## config.mk

```make
export PLATFORM = sky130hd
export DESIGN_NAME = key_event_encoder
export DESIGN_NICKNAME = d
export VERILOG_FILES = /design/src/rtl/key_event_encoder.sv
export SDC_FILE = /design/constraint.sdc
export NUM_CORES = 1
export LEC_CHECK = 0
export CAP_MARGIN = 40
export CORE_MARGIN = 8
export CORE_UTILIZATION = 47
export CTS_CLUSTER_SIZE = 28
export DETAILED_ROUTE_END_ITERATION = 10
export PLACE_DENSITY_LB_ADDON = 0.25
export SYNTH_ARGS = -nofsm -noshare
export SYNTH_HDL_FRONTEND = slang
export SYNTH_SLANG_ARGS = --single-unit
```

## constraint.sdc

```tcl
create_clock -name clk -period 5.8 [get_ports clk]
set_clock_uncertainty 0.05 [all_clocks]
set_input_delay 1.74 -clock clk [delete_from_list [all_inputs] [get_ports clk]]
set_output_delay 1.74 -clock clk [all_outputs]
set_load 0.01 [all_outputs]
```

## src/rtl/key_event_encoder.sv

```systemverilog
// Debounces the 20-bit key matrix vector, turns stable changes into press/release
// event codes, and queues them in a small FIFO behind a valid/ready handshake.
module key_event_encoder #(
    parameter int DEBOUNCE_CYCLES = 16,
    parameter int FIFO_DEPTH      = 4,
    parameter int REPORT_RELEASE  = 1
) (
    input  logic                          clk,
    input  logic                          rst,
    input  logic [19:0]                   key_state,
    output logic                          ev_valid,
    input  logic                          ev_ready,
    output logic [5:0]                    ev_data,
    output logic [19:0]                   key_down,
    output logic [$clog2(FIFO_DEPTH):0]   fifo_level
);

    localparam int CNT_W = $clog2(DEBOUNCE_CYCLES);
    localparam int PTR_W = $clog2(FIFO_DEPTH);
    localparam int LVL_W = PTR_W + 1;
    localparam logic [CNT_W-1:0] CNT_MAX   = CNT_W'(DEBOUNCE_CYCLES - 1);
    localparam logic [LVL_W-1:0] LVL_FULL  = LVL_W'(FIFO_DEPTH);

    typedef enum logic [1:0] {
        S_IDLE  = 2'd0,
        S_EMIT  = 2'd1,
        S_STALL = 2'd2
    } state_t;

    function automatic logic [4:0] lowest_idx(input logic [19:0] v);
        logic [4:0] idx;
        idx = '0;
        for (int i = 19; i >= 0; i--) begin
            if (v[i]) idx = 5'(i);
        end
        return idx;
    endfunction

    logic [19:0]      r_raw;
    logic [19:0]      r_cand;
    logic [CNT_W-1:0] r_cnt;
    logic [19:0]      r_key_down;
    logic [19:0]      r_pend_press;
    logic [19:0]      r_pend_rel;
    state_t           r_state;
    state_t           w_state_nxt;
    logic [5:0]       r_mem [FIFO_DEPTH];
    logic [5:0]       r_head;
    logic [PTR_W-1:0] r_wr_ptr;
    logic [PTR_W-1:0] r_rd_ptr;
    logic [LVL_W-1:0] r_level;

    logic             w_restart;
    logic             w_kd_upd;
    logic [19:0]      w_set_press;
    logic [19:0]      w_set_rel;
    logic             w_use_press;
    logic [19:0]      w_sel_vec;
    logic [4:0]       w_sel_idx;
    logic [19:0]      w_sel_onehot;
    logic [5:0]       w_ev;
    logic             w_we;
    logic [19:0]      w_clr_press;
    logic [19:0]      w_clr_rel;
    logic [19:0]      w_remaining;
    logic             w_full;
    logic             w_pop;
    logic [LVL_W-1:0] w_level_nxt;
    logic [PTR_W-1:0] w_rd_ptr_inc;

    // Stages 1-2: input capture and whole-vector debounce
    assign w_restart = (r_raw != r_cand);
    assign w_kd_upd  = !w_restart && (r_cnt == CNT_MAX) && (r_cand != r_key_down);

    always_ff @(posedge clk or negedge rst) begin
        if (!rst) begin
            r_raw      <= '0;
            r_cand     <= '0;
            r_cnt      <= '0;
            r_key_down <= '0;
        end else begin
            r_raw <= key_state;
            if (w_restart) begin
                r_cand <= r_raw;
                r_cnt  <= '0;
            end else if (r_cnt != CNT_MAX) begin
                r_cnt <= r_cnt + 1'b1;
            end
            if (w_kd_upd) r_key_down <= r_cand;
        end
    end

    // Stage 3: pending masks, emitter clears land before new edge bits are ORed in
    assign w_set_press = w_kd_upd ? (r_cand & ~r_key_down) : '0;
    assign w_set_rel   = (w_kd_upd && (REPORT_RELEASE != 0)) ? (r_key_down & ~r_cand) : '0;

    always_ff @(posedge clk or negedge rst) begin
        if (!rst) begin
            r_pend_press <= '0;
            r_pend_rel   <= '0;
        end else begin
            r_pend_press <= (r_pend_press & ~w_clr_press) | w_set_press;
            r_pend_rel   <= (r_pend_rel & ~w_clr_rel) | w_set_rel;
        end
    end

    // Stage 4: emitter FSM, presses drain before releases, lowest index first
    assign w_use_press  = |r_pend_press;
    assign w_sel_vec    = w_use_press ? r_pend_press : r_pend_rel;
    assign w_sel_idx    = lowest_idx(w_sel_vec);
    assign w_sel_onehot = 20'd1 << w_sel_idx;
    assign w_ev         = {w_use_press, w_sel_idx};

    always_ff @(posedge clk or negedge rst) begin
        if (!rst) r_state <= S_IDLE;
        else      r_state <= w_state_nxt;
    end

    always_comb begin
        w_we        = (r_state == S_EMIT) && !w_full;
        w_clr_press = '0;
        w_clr_rel   = '0;
        if (w_we) begin
            if (w_use_press) w_clr_press = w_sel_onehot;
            else             w_clr_rel   = w_sel_onehot;
        end
    end

    assign w_remaining = (r_pend_press & ~w_clr_press) | (r_pend_rel & ~w_clr_rel);

    always_comb begin
        w_state_nxt = S_IDLE;
        if (w_remaining != '0) begin
            w_state_nxt = (w_level_nxt == LVL_FULL) ? S_STALL : S_EMIT;
        end
    end

    // FIFO: registered head copy so ev_data comes straight from a flop
    assign w_full       = (r_level == LVL_FULL);
    assign ev_valid     = (r_level != '0);
    assign w_pop        = ev_valid && ev_ready;
    assign w_rd_ptr_inc = r_rd_ptr + 1'b1;
    assign w_level_nxt  = r_level + {{(LVL_W-1){1'b0}}, w_we} - {{(LVL_W-1){1'b0}}, w_pop};

    always_ff @(posedge clk) begin
        if (w_we) r_mem[r_wr_ptr] <= w_ev;
    end

    always_ff @(posedge clk or negedge rst) begin
        if (!rst) begin
            r_wr_ptr <= '0;
            r_rd_ptr <= '0;
            r_level  <= '0;
            r_head   <= '0;
        end else begin
            r_level <= w_level_nxt;
            if (w_we) r_wr_ptr <= r_wr_ptr + 1'b1;
            if (w_pop) r_rd_ptr <= w_rd_ptr_inc;
            if (w_we && ((r_level == '0) || ((r_level == LVL_W'(1)) && w_pop))) begin
                r_head <= w_ev;
            end else if (w_pop && (r_level > LVL_W'(1))) begin
                r_head <= r_mem[w_rd_ptr_inc];
            end
        end
    end

    assign ev_data    = r_head;
    assign key_down   = r_key_down;
    assign fifo_level = r_level;

endmodule

```

==> out/qor.log <==
qor: global_route.grt-ovfl-total 0
qor: sta.rsz0062_at_grt no
qor: synthesis.synthesis.nets 791
qor: routing.postRouteAntennaNets 0
qor: floorplan.chipHeight 141 um
qor: setup_path.regToRegSetupSlack 1080 ps
qor: synthesis.post-synth-top-count-cell sky130_fd_sc_hd__dfrtp_1
qor: synthesis.synth_seq_cells 143
qor: clocking.worstSkewPairLatency 420 ps
qor: synthesis.ys.warnings.count 0
qor: outcome.run_status complete, no violations
qor: synthesis.synth.largest_area_cell sky130_fd_sc_hd__dfrtp_1
qor: clocking.cts-resized-gates 0
qor: routing.wire_length_per_cell_after_detailed_routing 20.4 um
qor: placed_design.dp.final_hpwl 14.9 mm
qor: setup_path.crit_path_cell_trace or4_4 -> nor3_4 -> a311oi_1 -> o21a_1 -> or4b_1 -> o21ai_2 -> inv_2 -> o31ai_1 -> nand4_1 -> nor4_2 -> a31oi_1
qor: routing.drtPass1Iterations 6
qor: global_route.vias_in_the_first_global_route 5,723
qor: synthesis.synth-main-ff-cell sky130_fd_sc_hd__dfrtp_1
qor: routing.route.detailed.vias_per_inst 5.79
qor: setup_path.worst_ep_arrival_time 4940 ps
qor: global_route.grt_pass1_wl 31.6 mm
qor: synthesis.postSynth.asyncResetShare 83.2%
qor: sta.fin_tns_setup 0 ps
qor: clocking.cts.path.max_buffers 2
qor: clocking.hold_buffers 0
qor: setup_path.critical_path.max_fanout 12
qor: setup_path.critical_path.n_buffers_inverters 1
qor: synthesis.number_of_enable_flip_flop_cells_after_synthesis 24
qor: final_layout.final_core_util 56.4%
qor: clocking.cts_made_buffers 17
qor: routing.dr.first_iter.drc_count 515
qor: setup_path.worst_setup_path_start r_pend_press[2]$_DFF_PN0_
qor: clocking.post-cts-setup-buffers 0
qor: synthesis.ys_seq_area_share 50.2%
qor: sta.fmaxAchievable 212 MHz
qor: setup_path.crit_slowest_cell sky130_fd_sc_hd__o31ai_1
qor: setup_path.r2r.worst_path.cells 11
qor: run.maxCapViolations 0
qor: floorplan.floorplan.die_area 0.0199 sq mm
qor: clocking.clock_tree.htree_level_count 4
qor: synthesis.synth.cell_area 0.00736 sq mm
qor: global_route.grt_start_max_net_pins 81
qor: pwr.leakage 3.80 nW
qor: synthesis.synth_top_cells_by_area sky130_fd_sc_hd__dfrtp_1 40%, sky130_fd_sc_hd__edfxtp_1 9.8%, sky130_fd_sc_hd__ha_1 8.3%, sky130_fd_sc_hd__nand2_1 5.4%, sky130_fd_sc_hd__o21ai_0 4.2%
qor: placed_design.port_buffers 52
qor: floorplan.die-width 141 um
qor: placed_design.numPlacedInstances 940
qor: sta.relSlewSlack 45.5%
qor: pwr.powerDensity 295 mW/mm^2
qor: sta.finalCriticalPeriod 4720 ps
qor: setup_path.regToRegStartpoint r_pend_press[2]$_DFF_PN0_
qor: setup_path.worst_setup_path_end_kind flip-flop
qor: routing.wl 19.8 mm
qor: synthesis.synthesis.instances 718
qor: final_layout.area.growth.synth_to_final 16.9%
qor: setup_path.worst-path-stages 11
qor: final_layout.drive_gt1_share 9.47%
qor: setup_path.critPathCapture r_state[0]$_DFF_PN0_
qor: setup_path.crit_path_max_incr_delay 670 ps
qor: placed_design.gp_congestion 1.04
qor: sta.slew_violations 0
qor: floorplan.start_util 48.2%
qor: setup_path.startpoint_type flip-flop
qor: synthesis.synth_top_cells_by_count 119 x sky130_fd_sc_hd__dfrtp_1, 105 x sky130_fd_sc_hd__nand2_1, 62 x sky130_fd_sc_hd__o21ai_0
qor: floorplan.floorplan.rows 45
qor: routing.drc 0
qor: sta.period_share 81.3%
qor: synthesis.syn_area_per_cell 10.3 sq um
qor: setup_path.worst-setup-path-type reg2reg
qor: final_layout.num_antenna_cells 0
qor: sta.finalSetupViolCount 0
qor: floorplan.num_io_pins 53
qor: clocking.cts_tree done
qor: floorplan.coreArea 0.0153 sq mm
qor: global_route.grt_antenna_before_repair 0
qor: synthesis.synth.top_cell.area_share 40.5%
qor: clocking.root_buffer sky130_fd_sc_hd__clkbuf_16
qor: clocking.cts.sinks 143
qor: setup_path.r2r_end r_state[0]$_DFF_PN0_
qor: routing.vias 5,624
qor: global_route.gr-usage-all-layers 20.8%
qor: sta.tightest_slew 818 ps
qor: setup_path.critical_path_required 6020 ps
qor: final_layout.layout.nets 821
qor: final_layout.final-instance-count-excl-fill 971
qor: setup_path.critical-path-top-delay-family simple AND/OR/NAND/NOR gates
qor: pwr.max-vdd-ir-drop 187 uV
qor: sta.timing_hold_violations_final 0
qor: min_path.min-delay-path-class reg2reg
qor: synthesis.ys_types 77
qor: final_layout.num-fill-cells 1,306
qor: clocking.cts.clk_slew.worst_paths 60 ps
==> worst min path at each step <==
stage / startpoint / to / depth (start not counted)
after floorplan: r_raw[17]$_DFF_PN0_ / r_cand[17]$_DFFE_PN0N_ / 1
after detailed placement: r_raw[6]$_DFF_PN0_ / r_cand[6]$_DFFE_PN0N_ / 0
after global routing: r_raw[6]$_DFF_PN0_ / r_cand[6]$_DFFE_PN0N_ / 0
after global placement: r_raw[17]$_DFF_PN0_ / r_cand[17]$_DFFE_PN0N_ / 0
final: r_raw[17]$_DFF_PN0_ / r_cand[17]$_DFFE_PN0N_ / 0
after CTS: r_raw[6]$_DFF_PN0_ / r_cand[6]$_DFFE_PN0N_ / 0
==> area by class of cell <==
type	instances	area [sq um]	area share (%)
sequential	143	3700	43.0
multi-input combinational	470	3250	37.7
timing repair buffer	57	576	6.69
clock buffer	20	468	5.44
tap	211	264	3.07
inverter	59	221	2.57
clock inverter	11	130	1.51
==> power breakdown <==
part	internal (W)	leakage (nW)	switching (W)
Sequential	0.00107	1.70	0.0000686
Clock	0.000671	0.292	0.000423
Combinational	0.000162	1.80	0.000137
==> flip-flops by register name, indices dropped and copies added, names as in the netlist <==
register,flops
ev_data,6
r_wr_ptr,2
r_cnt,4
r_rd_ptr,2
r_raw,20
r_pend_press,20
fifo_level,3
r_pend_rel,20
r_cand,20
r_mem,24
key_down,20
r_state,2
==> cells in the final DEF (no fill, tap or decap), drive strengths merged, types with 12 or more instances in the layout <==
cell type      netlist  layout
clkbuf              35      20
a21oi               12      12
nand2              106     106
xnor2               15      15
clkdlybuf4s50        0      51
edfxtp              24      24
ha                  49      49
nor2                31      31
dfrtp              119     119
nor4                15      15
nor3                12      12
nand4               13      13
o31ai               16      16
inv                 59      61
o21ai               66      66
==> cells by family (layout without fill, tap and decap cells) <==
group / Yosys count / in the layout / synth area share, %
flops: 143 / 143 / 50.2
buf+inv: 105 / 147 / 5.81
mux: 7 / 7 / 1.97
xor+xnor: 25 / 25 / 2.97
compound gates: 162 / 162 / 14.6
fa+ha+maj: 50 / 50 / 8.60
simple gates: 226 / 226 / 15.8
==> routing by layer <==
layer | global-route usage, % | up-vias | wire [um]
met2 | 32.2 | 228 | 9130
met4 | 12.3 | 0 | 890
met5 | 0 | - | 0
met1 | 26.1 | 2745 | 8550
li1 | - | 2595 | -
met3 | 4.83 | 56 | 1250
==> metrics by stage <==
step	area (sq um)	hold WS, ps	setup slack, ps	power [W]
2_1_floorplan	7360	398	2410	0.00131
3_3_place_gp	7970	325	1120	0.00145
3_5_place_dp	8010	330	1150	0.00147
4_1_cts	8600	343	1140	0.00256
5_1_grt	8600	342	977	0.00265
6_report	8600	338	1080	0.00253
Power figures use the tool's default switching activity.
